$ cat src/rtl/stopwatch_ctrl.sv
// Stopwatch control core: input synchronisation, run/pause/adjust FSM and
// MM:SS BCD time-keeping with display blink masks. Single clock, no derived clocks.
//
// state     | meaning
// ----------+-------------------------------------------------------------
// ST_PAUSE  | time frozen; btn_pause edge starts the watch
// ST_RUN    | 1 Hz events (every 2nd clk_2Hz edge) advance MM:SS
// ST_ADJUST | each clk_2Hz edge bumps the selected field; no carry
module stopwatch_ctrl #(
  parameter int MAX_VAL = 59
) (
  input  logic       clk,
  input  logic       rst,
  input  logic       clk_2Hz,
  input  logic       clk_5Hz,
  input  logic       btn_pause,
  input  logic       btn_reset,
  input  logic       sw_adj,
  input  logic       sw_sel,
  output logic [3:0] min_tens,
  output logic [3:0] min_ones,
  output logic [3:0] sec_tens,
  output logic [3:0] sec_ones,
  output logic       running,
  output logic       blank_min,
  output logic       blank_sec
);

  localparam logic [3:0] MAX_T = 4'(MAX_VAL / 10);
  localparam logic [3:0] MAX_O = 4'(MAX_VAL % 10);

  localparam logic [1:0] ST_PAUSE  = 2'd0;
  localparam logic [1:0] ST_RUN    = 2'd1;
  localparam logic [1:0] ST_ADJUST = 2'd2;

  // Bit positions in the synchroniser bundle
  localparam int I_2HZ = 0;
  localparam int I_5HZ = 1;
  localparam int I_PAU = 2;
  localparam int I_RST = 3;
  localparam int I_ADJ = 4;
  localparam int I_SEL = 5;

  logic [5:0] in_raw;
  logic [5:0] sync1;
  logic [5:0] sync2;
  logic [2:0] hist;
  logic [1:0] mask_cnt;
  logic       ev_ok;
  logic       tick_ev;
  logic       pause_ev;
  logic       clr_ev;
  logic       adj_lvl;
  logic       sel_lvl;
  logic       blink_lvl;

  logic [1:0] state;
  logic [1:0] state_nxt;
  logic       phase;
  logic       phase_nxt;
  logic [7:0] min_nxt;
  logic [7:0] sec_nxt;
  logic       sec_at_max;

  assign in_raw = {sw_sel, sw_adj, btn_reset, btn_pause, clk_5Hz, clk_2Hz};

  // History is only kept for the three inputs that are edge-detected
  always_ff @(posedge clk) begin
    if (rst) begin
      sync1 <= '0;
      sync2 <= '0;
      hist  <= '0;
    end else begin
      sync1 <= in_raw;
      sync2 <= sync1;
      hist  <= {sync2[I_RST], sync2[I_PAU], sync2[I_2HZ]};
    end
  end

  // Release window: covers the synchroniser refill so a level that was
  // already high at release cannot look like a fresh edge.
  always_ff @(posedge clk) begin
    if (rst) begin
      mask_cnt <= 2'd3;
    end else if (mask_cnt != 2'd0) begin
      mask_cnt <= mask_cnt - 2'd1;
    end
  end

  assign ev_ok     = (mask_cnt == 2'd0);
  assign tick_ev   = ev_ok & sync2[I_2HZ] & ~hist[0];
  assign pause_ev  = ev_ok & sync2[I_PAU] & ~hist[1];
  assign clr_ev    = ev_ok & sync2[I_RST] & ~hist[2];
  assign adj_lvl   = sync2[I_ADJ];
  assign sel_lvl   = sync2[I_SEL];
  assign blink_lvl = sync2[I_5HZ];

  function automatic logic [7:0] bcd_inc(input logic [3:0] t, input logic [3:0] o);
    if (t == MAX_T && o == MAX_O) begin
      return 8'h00;
    end else if (o == 4'd9) begin
      return {t + 4'd1, 4'd0};
    end else begin
      return {t, o + 4'd1};
    end
  endfunction

  always_comb begin
    state_nxt = state;
    if (adj_lvl) begin
      state_nxt = ST_ADJUST;
    end else if (state == ST_ADJUST) begin
      state_nxt = ST_PAUSE;
    end else if (state == ST_PAUSE && pause_ev) begin
      state_nxt = ST_RUN;
    end else if (state == ST_RUN && pause_ev) begin
      state_nxt = ST_PAUSE;
    end
  end

  assign sec_at_max = (sec_tens == MAX_T) && (sec_ones == MAX_O);

  // Counting follows the current state, so a tick coincident with a pause
  // press in RUN still lands before the watch stops.
  always_comb begin
    phase_nxt = phase;
    min_nxt   = {min_tens, min_ones};
    sec_nxt   = {sec_tens, sec_ones};
    if (clr_ev) begin
      phase_nxt = 1'b0;
      min_nxt   = 8'h00;
      sec_nxt   = 8'h00;
    end else if (state == ST_RUN && tick_ev) begin
      phase_nxt = ~phase;
      if (phase) begin
        sec_nxt = bcd_inc(sec_tens, sec_ones);
        if (sec_at_max) begin
          min_nxt = bcd_inc(min_tens, min_ones);
        end
      end
    end else if (state == ST_ADJUST && tick_ev) begin
      if (sel_lvl) begin
        sec_nxt = bcd_inc(sec_tens, sec_ones);
      end else begin
        min_nxt = bcd_inc(min_tens, min_ones);
      end
    end
  end

  always_ff @(posedge clk) begin
    if (rst) begin
      state     <= ST_PAUSE;
      phase     <= 1'b0;
      min_tens  <= 4'd0;
      min_ones  <= 4'd0;
      sec_tens  <= 4'd0;
      sec_ones  <= 4'd0;
      running   <= 1'b0;
      blank_min <= 1'b0;
      blank_sec <= 1'b0;
    end else begin
      state     <= state_nxt;
      phase     <= phase_nxt;
      min_tens  <= min_nxt[7:4];
      min_ones  <= min_nxt[3:0];
      sec_tens  <= sec_nxt[7:4];
      sec_ones  <= sec_nxt[3:0];
      running   <= (state_nxt == ST_RUN);
      blank_min <= (state_nxt == ST_ADJUST) & ~sel_lvl & blink_lvl;
      blank_sec <= (state_nxt == ST_ADJUST) &  sel_lvl & blink_lvl;
    end
  end

endmodule

$ cat config.mk
export PLATFORM = sky130hd
export DESIGN_NAME = stopwatch_ctrl
export DESIGN_NICKNAME = d
export VERILOG_FILES = /design/src/rtl/stopwatch_ctrl.sv
export SDC_FILE = /design/constraint.sdc
export NUM_CORES = 1
export LEC_CHECK = 0
export CORE_ASPECT_RATIO = 1.5
export CORE_MARGIN = 2
export CORE_UTILIZATION = 47
export DETAILED_ROUTE_END_ITERATION = 12
export GPL_ROUTABILITY_DRIVEN = 1
export PLACE_DENSITY_LB_ADDON = 0.25
export SLEW_MARGIN = 20
export SYNTH_ARGS = -nofsm -noshare
export SYNTH_HDL_FRONTEND = slang
export SYNTH_SLANG_ARGS = --single-unit
$ cat constraint.sdc
create_clock -name clk -period 1.8 [get_ports clk]
set_clock_uncertainty 0.2 [all_clocks]
set_input_delay 0.18 -clock clk [delete_from_list [all_inputs] [get_ports clk]]
set_output_delay 0.18 -clock clk [all_outputs]
set_load 0.02 [all_outputs]
* Word-level counts from Yosys, hierarchy flattened
Cells that the tools add are included.
** Cells by class
- $add $sub $neg :: 5
- Equal/unequal tests :: 11
- Muxes and demuxes :: 17
- Bitwise operators :: 15
- Reduce and logical (&&, ||, !) cells :: 14
** Operators with widths (number)
- 2-to-1 mux 8 bit :: 13
- adder 4 x 1 -> 4 bit (second input constant) :: 4
- AND 1 bit :: 10
- equality test 4 x 3 -> 1 bit (second input constant) :: 2
- equality test 4 bit (second input constant) :: 2
- 2-to-1 mux 2 bit :: 4
- logical AND 1 bit :: 6
- nonzero test 2 bit :: 3
- inverter 1 bit :: 5
- equality test 2 x 1 -> 1 bit (second input constant) :: 2
- equality test 2 bit (second input constant) :: 2
- zero test 2 bit :: 2
- inequality test 2 bit (second input constant) :: 2
- AND reduction 4 bit :: 1
- AND reduction 3 bit :: 1
- inequality test 2 x 1 -> 1 bit (second input constant) :: 1
- OR reduction 2 bit :: 1
- subtractor 2 x 1 -> 2 bit (second input constant) :: 1
** Storage, ports and cells
- Bits in registers :: 39
- Output and inout port bits :: 19
- Word-level logic and storage cells :: 75

* Longest topological paths before layout
- Depth in word-level cells :: 11
- Gate-level depth with buffers :: 7
- Gate-level depth less buffers :: 6

* Least setup slack after synthesis
Ideal clock, no wire load.
- Kind :: register to register
- Start point :: register sec_tens[0]
- End point :: register min_tens[2]
- Setup time :: 0.070 ns
- Data arrival time :: 1.767 ns
- Required time :: 1.530 ns
- Slack :: -0.237 ns
- Cell stages (with the launch flop) :: 7
- Cell sequence :: dfxtp_1 ha_1 and4bb_1 a22oi_2 buf_2 or4b_1 a21oi_1
** Between the ends
- Word-level cells in the longest chain between the ends :: 4
** RTL lines
- from (decl) :: RTL line 22 : output logic [3:0] sec_tens,
- from (signal assigned) :: RTL line 166 : sec_tens <= sec_nxt[7:4];
- equality test 4 x 3 -> 1 bit :: RTL line 121 : assign sec_at_max = (sec_tens == MAX_T) && (sec_ones == MAX_O);
- logical AND 1 bit :: RTL line 121
- inequality test 2 bit (no source line)
- AND reduction 4 bit (no source line)
- to (signal assigned) :: RTL line 164 : min_tens <= min_nxt[7:4];
- to (decl) :: RTL line 20 : output logic [3:0] min_tens,
No other way between the ends.
A chain may end at the register's enable or synchronous reset.

* Worst setup path after layout
- Start point :: register mask_cnt[0]
- End point :: register sec_tens[2]
** Between the ends
- Word-level cells in the longest chain between the ends :: 6
- Elaborated cells on any way between the ends :: 13
** RTL lines
- from (decl) :: RTL line 48 : logic [1:0] mask_cnt;
- from (signal assigned) :: RTL line 86 : mask_cnt <= mask_cnt - 2'd1;
- zero test 2 bit * :: RTL line 90 : assign ev_ok = (mask_cnt == 2'd0);
- AND 1 bit (2 in a row) :: RTL line 91 : assign tick_ev = ev_ok & sync2[I_2HZ] & ~hist[0];
- logical AND 1 bit (on tied branches) :: RTL line 133, 141
- inequality test 2 bit (no source line) / nonzero test 2 bit (equally long branches)
- AND reduction 3 bit (no source line)
Mark *: on every way between the ends. The rest lies on a longest branch, timed or not.

==> flow_summary_export.csv <==
group,metric,value,unit
outcome,status,"complete, but fails checks",
outcome,violations,"negative setup slack",
logic_synthesis,ys.flop_type,"dfxtp_1",
routing,routed_via_density,5.67,
global_route,grt_max_degree,22,
die,fp.coreArea,3420,sq um
placed_design,gp_congestion,0.818,
global_route,grt.total_usage,0.224,
sta,maxSlewViolCount,0,
clock_network,clock_sinks,39,
sta,setup_slack,-0.188,ns
worst_setup_path,reg2regPathDepth,7,
logic_synthesis,synth_top_cell_area_share,0.467,
clock_network,cts_buffers,5,
logic_synthesis,syn_area,1670,sq um
sta,rsz0062_at_grt,"true",
die,die_width,52.7,um
logic_synthesis,netlist_instances,172,
hold_path,worstHoldStart,"sw_adj",
routing,first_pass_iters,4,
placed_design,placed_cells,261,
sta,fin_crit_sh,1.10,
global_route,grt-ovfl-total,0,
worst_setup_path,cp.arrival,1.98,ns
sta,setup_viol,15,
logic_synthesis,syn_nets,189,
global_route,antenna_found_initial,0,
worst_setup_path,slowest_delay,0.38,ns
logic_synthesis,synthArstFlopShare,0,
sta,relSlewSlack,0.736,
worst_setup_path,worstReg2RegEnd,"sec_tens[2]",
die,start_util,0.489,
die,die-area,4060,sq um
worst_setup_path,cp.required,1.79,ns
logic_synthesis,ys_top_cells_by_area,"dfxtp_1 47%, ha_1 6.7%, nor2b_1 5.6%",
worst_setup_path,crit_buf_inv,2,
power_and_ir_drop,p_per_area,662,nW/um^2
sta,period_minus_slack,1.99,ns
routing,drt-initial-drc-count,43,
die,die_y,77.0,um
logic_synthesis,yosys_warnings,0,
clock_network,htree_num_levels,2,
clock_network,cts_tree,"done",
placed_design,dp_hpwl,2.80,mm
power_and_ir_drop,p_leak,1.00,nW
global_route,grt_pass1_vias,1555,
power_and_ir_drop,p_total,1.69,mW
routing,drc,0,
worst_setup_path,cp-start-kind,"register",
routing,finalWirelength,4.55,mm
cells_and_area,regArea,806,sq um
cells_and_area,fillCellCount,243,
worst_setup_path,reg2reg_from,"mask_cnt[0]",
routing,num_vias,1606,
run,max_cap_violations,0,
routing,post_drt_wl_per_cell,16.1,um
clock_network,path_clk_slew,0.08,ns
cells_and_area,multi_input_area,996,sq um
placed_design,dpl_cell_area,2220,sq um
logic_synthesis,synth_edf_count,0,
cells_and_area,final_cells,283,
worst_setup_path,worstPathMaxFanout,7,
logic_synthesis,synth_seq_cells,39,
clock_network,cts-hold-fix-buffers,0,
clock_network,clk_latency,0.30,ns
worst_setup_path,end_kind,"register",
placed_design,pre_cts_ws,-0.170,ns
worst_setup_path,r2r_setup_slack,-0.19,ns
power_and_ir_drop,max-vdd-ir-drop,0.626,mV
die,num_io_pins,27,
routing,drt.antenna.violating_nets,0,
cells_and_area,fin_nets,257,
logic_synthesis,syn_avg_cell_area,9.71,sq um
cells_and_area,fin_area,2550,sq um
hold_path,hold_path_class,"input pin to register",
sta,hold_viol_final,0,
logic_synthesis,yosysTopAreaCell,"dfxtp_1",
global_route,grt_pass1_wl,6.83,mm
cells_and_area,n_antenna_cell,0,
worst_setup_path,crit_chain,"inv_2 -> ha_4 -> nand3b_1 -> buf_4 -> a221o_1 -> o31ai_2 -> a21oi_2",
worst_setup_path,cp_slowest_cell,"a221o_1",
worst_setup_path,path_class,"register to register",
cells_and_area,area_delta_synth_final,52.4,%
sta,max_freq,0.503,GHz
clock_network,cts_root_buffer,"clkbuf_8",
hold_path,min_to,"sync1[4]",
logic_synthesis,synth.distinct_cells,38,
cells_and_area,final_layout_size_suffix_gt1_frac,0.390,
clock_network,clock_path_buffers,2,
worst_setup_path,crit_family,"compound AO/OA/AOI/OAI gates",
placed_design,io_buffers,26,
hold_path,min_delay_path_depth,2,
sta,worst_pin_slew,0.394,ns
die,rows,26,
logic_synthesis,ys_seq_area_frac,0.467,
==> cell type report <==
type / instances / area share
tap: 42 / 0.0206
timing repair buffer: 64 / 0.217
multi-input combinational: 119 / 0.391
clock buffer: 6 / 0.0324
sequential: 39 / 0.316
inverter: 11 / 0.0162
clock inverter: 2 / 0.00590
==> state kept, by name, indices dropped and copies added (netlist names), 2 cells and up <==
name and count:
sync1 6, hist 3, sync2 6, min_tens 4, min_ones 4, sec_tens 4, state 2, mask_cnt 2
sec_ones 4
==> logic make-up after synthesis <==
kind of cell,after synthesis,share of synthesized area
buf+inv,16,0.0412
xor+xnor,3,0.0157
compound gates,37,0.133
flops,39,0.467
simple gates,65,0.257
mux,3,0.0180
fa+ha+maj,9,0.0674
==> cells in the mapped netlist, types with 9 or more instances <==
library cell,number
dfxtp_1,39
a21oi_1,16
nor2b_1,15
inv_1,11
o21ai_0,10
ha_1,9
or4_1,9
==> stage by stage <==
step / TNS, ns / util / hold slack (ns)
finish: -1.84 / 0.745 / 0.227
global route: -3.23 / 0.745 / 0.231
CTS: -0.756 / 0.710 / 0.219
detailed placement: -1.52 / 0.651 / 0.226
global placement: -0.846 / 0.651 / 0.210
floorplan: -0.106 / - / 0.0644
==> power by group <==
group	switching [mW]	internal (mW)	total (mW)	leakage, nW
Clock	0.324	0.314	0.637	0.0517
Combinational	0.0674	0.0877	0.155	0.628
Sequential	0.0122	0.881	0.893	0.322
Total	0.403	1.28	1.69	1.00
==> per-layer routing <==
metal	global-route usage	part of all wire	vias to the layer above	wire length [um]
li1	-	-	754	-
met1	0.229	0.37	787	1670
met2	0.393	0.56	49	2530
met3	0.0545	0.038	16	172
met4	0.128	0.038	0	175
met5	0	0	-	0
==> cells in the final DEF (no fill, tap or decap), types with 3 or more instances in the layout <==
cell / n
dlymetal6s2s_1: 3
clkdlybuf4s50_1: 23
o21ai_0: 8
ha_1: 5
or4_4: 4
mux2i_1: 3
buf_4: 38
inv_2: 5
ha_4: 4
and3b_1: 4
inv_1: 6
nor2b_1: 15
nand3_1: 4
o31ai_2: 3
a21oi_1: 7
nand2_1: 4
or4_1: 5
clkbuf_8: 6
dfxtp_1: 31
nor2_1: 4
nand3b_1: 4
dfxtp_4: 6
a21oi_2: 9
or3_1: 3
==> worst max-delay path by stage <==
stage / from / end / slack, ns / cells after the start
finish: mask_cnt[0] / sec_tens[2] / -0.19 / 7
global route: mask_cnt[0] / min_tens[1] / -0.27 / 6
CTS: mask_cnt[0] / min_tens[1] / -0.12 / 6
detailed placement: mask_cnt[1] / sec_ones[1] / -0.17 / 6
global placement: mask_cnt[1] / sec_tens[2] / -0.1 / 6
floorplan: sec_tens[1] / min_tens[2] / -0.04 / 7
==> repair_timing <==
item | in CTS | in global routing
buffers inserted | 8 | 4
gates resized for setup | 9 | 25
setup endpoints to repair | 15 | 21
gates cloned | 2 | 0
hold endpoints to repair | 0 | 0
pin swaps | 17 | 3
No activity file was read; power rests on OpenSTA's default activity.
==> RTL edit 1, RTL diff (same settings) <==
Register the output `sec_tens` once more, cleared by the reset; this adds one clock of latency there. The other outputs are not delayed to match.
--- a/src/rtl/stopwatch_ctrl.sv
+++ b/src/rtl/stopwatch_ctrl.sv
@@ -40,6 +40,8 @@
   localparam int I_RST = 3;
   localparam int I_ADJ = 4;
   localparam int I_SEL = 5;
+
+  logic [3:0] sec_tens_s0;
 
   logic [5:0] in_raw;
   logic [5:0] sync1;
@@ -118,14 +120,14 @@
     end
   end
 
-  assign sec_at_max = (sec_tens == MAX_T) && (sec_ones == MAX_O);
+  assign sec_at_max = (sec_tens_s0 == MAX_T) && (sec_ones == MAX_O);
 
   // Counting follows the current state, so a tick coincident with a pause
   // press in RUN still lands before the watch stops.
   always_comb begin
     phase_nxt = phase;
     min_nxt   = {min_tens, min_ones};
-    sec_nxt   = {sec_tens, sec_ones};
+    sec_nxt   = {sec_tens_s0, sec_ones};
     if (clr_ev) begin
       phase_nxt = 1'b0;
       min_nxt   = 8'h00;
@@ -133,14 +135,14 @@
     end else if (state == ST_RUN && tick_ev) begin
       phase_nxt = ~phase;
       if (phase) begin
-        sec_nxt = bcd_inc(sec_tens, sec_ones);
+        sec_nxt = bcd_inc(sec_tens_s0, sec_ones);
         if (sec_at_max) begin
           min_nxt = bcd_inc(min_tens, min_ones);
         end
       end
     end else if (state == ST_ADJUST && tick_ev) begin
       if (sel_lvl) begin
-        sec_nxt = bcd_inc(sec_tens, sec_ones);
+        sec_nxt = bcd_inc(sec_tens_s0, sec_ones);
       end else begin
         min_nxt = bcd_inc(min_tens, min_ones);
       end
@@ -153,7 +155,7 @@
       phase     <= 1'b0;
       min_tens  <= 4'd0;
       min_ones  <= 4'd0;
-      sec_tens  <= 4'd0;
+      sec_tens_s0 <= 4'd0;
       sec_ones  <= 4'd0;
       running   <= 1'b0;
       blank_min <= 1'b0;
@@ -163,7 +165,7 @@
       phase     <= phase_nxt;
       min_tens  <= min_nxt[7:4];
       min_ones  <= min_nxt[3:0];
-      sec_tens  <= sec_nxt[7:4];
+      sec_tens_s0 <= sec_nxt[7:4];
       sec_ones  <= sec_nxt[3:0];
       running   <= (state_nxt == ST_RUN);
       blank_min <= (state_nxt == ST_ADJUST) & ~sel_lvl & blink_lvl;
@@ -171,5 +173,13 @@
     end
   end
 
+  always_ff @(posedge clk) begin
+    if (rst) begin
+      sec_tens <= '0;
+    end else begin
+      sec_tens <= sec_tens_s0;
+    end
+  end
+
 endmodule
 
Behaviour: same outputs for any inputs over 10 cycles, from zero or initial values and one cycle with rst high; that may be too few to reach the edited logic, so the function may still have changed.
==> RTL edit 1 against the original RTL <==
  * Count of clock-buffer cells in the layout down 1
  * The flow still finishes with violations (negative setup slack)
  * Total power increased by 3.5%
  * Final area shrank 4.9%
  * Area after synthesis rose by 6.6%
  * Routed wire length fell by 19%
  * Sequential cell count up 4
  * Critical path type unchanged
  * Largest cell class unchanged
  * Setup slack better by 0.13 ns
  * Non-clock buffer count shrank 21
==> RTL edit 1: results <==
{
  "synth-xor-area-share": 0.0246,
  "r2r-end": "min_ones[0]$_SDFFE_PP0P_",
  "arrival_ns": 1.90,
  "whs_ns": 0.232,
  "n_all_inverters": 9,
  "total_power_mw": 1.74,
  "placed_area_mm2": 0.00221,
  "synthTopCellsByArea": "dfxtp_1 (48%), ha_1 (6.3%), nor2b_1 (6.3%), a21oi_1 (4.2%), or4_1 (2.1%)",
  "finalWorstSetupSlack_ns": -0.0597,
  "p_leak_nw": 0.894,
  "grt_max_degree": 26,
  "muxShareOfSynthArea": 0.0176,
  "nNonClkBuffers": 43,
  "run_status": "finished, violations left",
  "setup_viol": 6,
  "synthAdderAreaFrac": 0.0632,
  "buffer_area_frac": 0.163,
  "grtUsageMet2": 0.337,
  "vias": 1446,
  "synth_compound_area_frac": 0.126,
  "cts_num_sinks": 43,
  "track_usage": 0.189,
  "ys_types": 41,
  "grt_pass1_wl_mm": 6.05,
  "tightest_slew_ns": 0.320,
  "pre_cts_ws_ns": -0.0866,
  "synth.avg_cell_area_um2": 9.84,
  "violations": "negative setup slack",
  "wl_mm": 3.67
}
RTL edit 1: layer usage:
metal,part of all wire,vias up
li1,-,720
met1,0.39,688
met2,0.56,32
met3,0.028,6
met4,0.019,0
met5,0,-
RTL edit 1: power by group through the flow:
stage | Clock [mW] | Sequential [mW] | Combinational, mW
after CTS | 0.658 | 0.987 | 0.116
after global placement | 0 | 1.01 | 0.107
after floorplan | 0 | 1.01 | 0.0784
final | 0.642 | 0.988 | 0.115
after global routing | 0.693 | 0.991 | 0.127
after detailed placement | 0 | 1.01 | 0.114
RTL edit 1: what timing repair did:
item,in CTS,in global routing
pin swaps,8,6
setup endpoints to repair,10,15
endpoints found under the hold margin,0,0
setup buffers,0,1
gates resized for setup,11,15
hold buffers,0,0
gates cloned,1,0
RTL edit 1: worst max-delay path, stage by stage (launching register included):
cell	delay (ns)
dfxtp_4	0.35
inv_2	0.06
ha_4	0.11
and3b_2	0.30
a21oi_4	0.11
or4_4	0.55
a21oi_2	0.12
==> RTL edit 2, RTL diff (same flow settings) <==
Made on the original files. The localparam `I_PAU` goes from 2 to 1.
--- a/src/rtl/stopwatch_ctrl.sv
+++ b/src/rtl/stopwatch_ctrl.sv
@@ -36,7 +36,7 @@
   // Bit positions in the synchroniser bundle
   localparam int I_2HZ = 0;
   localparam int I_5HZ = 1;
-  localparam int I_PAU = 2;
+  localparam int I_PAU = 1;
   localparam int I_RST = 3;
   localparam int I_ADJ = 4;
   localparam int I_SEL = 5;
Behaviour: not the same (Yosys sat finds a counterexample within 10 cycles, from zero or initial values and one cycle with rst high).
==> RTL edit 2 against the original RTL <==
  * The run still ends with negative setup slack left
  * Final area down 8.7%
  * Sequential cell count shrank 2
  * Global-route usage fell by 3.0 points
  * Largest cell class unchanged
  * Count of clock-buffer cells in the layout did not move
  * Final cell count fell by 6.7%
  * Routed wire length down 22%
  * Critical path depth shrank 1
  * Setup slack gained 0.15 ns
  * Total power down 1.6%
  * First-iteration DRC count shrank 53%
  * Synthesized cell count decreased by 4.7%
  * Area after synthesis fell by 2.7%
  * Sequential power fell by 5.0%
  * Critical path type unchanged
==> RTL edit 2: results <==
{
  "run_status": "finished, violations left",
  "violations": "negative setup slack",
  "met2_length_mm": 1.96,
  "drt_iter0_markers": 20,
  "seq_cell_count": 37,
  "finalWorstSetupSlack_ns": -0.0341,
  "wl_mm": 3.56,
  "pre_cts_ws_ns": -0.0114,
  "post_cts_buffers": 1,
  "synth.avg_cell_area_um2": 9.91,
  "rr_worst_depth": 6,
  "cts.repair.resized": 4,
  "area_growth_pct": 43.0,
  "ys_seq_area_frac": 0.456,
  "buffer_area_frac": 0.199,
  "io_buffer_count": 25,
  "synth.net_count": 181,
  "critPathTopFamily": "simple AND/OR/NAND/NOR gates",
  "vias": 1407,
  "cpPeakStageDelay_ns": 0.49,
  "grtUsageMet2": 0.335,
  "setup_viol": 1,
  "hpwl_mm": 2.56,
  "p_sw_uw": 383,
  "synthTopCellsByArea": "dfxtp_1 (46%), ha_1 (6.9%), nor2b_1 (5.0%), mux2i_1 (3.7%), a21oi_1 (3.1%)",
  "placed_area_mm2": 0.00212,
  "arrival_ns": 1.87,
  "multi_input_cells": 116,
  "crit_fanout": 3,
  "grt_pass1_wl_mm": 5.78,
  "crit_start": "min_ones[1]$_SDFFE_PP0P_",
  "n_all_inverters": 8
}
[RTL edit 2: how the worst min path moves through the flow]
| stage | startpoint | slack (ns) | end |
|---|---|---|---|
| floorplan | clk_2Hz | 0.11 | sync1[0]$_SDFF_PP0_ |
| global placement | sync1[4]$_SDFF_PP0_ | 0.22 | sync2[4]$_SDFF_PP0_ |
| detailed placement | sync1[1]$_SDFF_PP0_ | 0.23 | sync2[1]$_SDFF_PP0_ |
| CTS | clk_2Hz | 0.23 | sync1[0]$_SDFF_PP0_ |
| global route | clk_2Hz | 0.24 | sync1[0]$_SDFF_PP0_ |
| finish | clk_2Hz | 0.23 | sync1[0]$_SDFF_PP0_ |
[RTL edit 2: kinds of logic (layout without fill, tap and decap cells)]
kind of cell | count (synthesis) | after routing | synth area share
xor+xnor | 4 | 4 | 0.0216
fa+ha+maj | 9 | 9 | 0.0693
buf+inv | 11 | 69 | 0.0254
mux | 6 | 6 | 0.0370
compound gates | 30 | 30 | 0.134
flops | 37 | 37 | 0.456
simple gates | 67 | 67 | 0.257
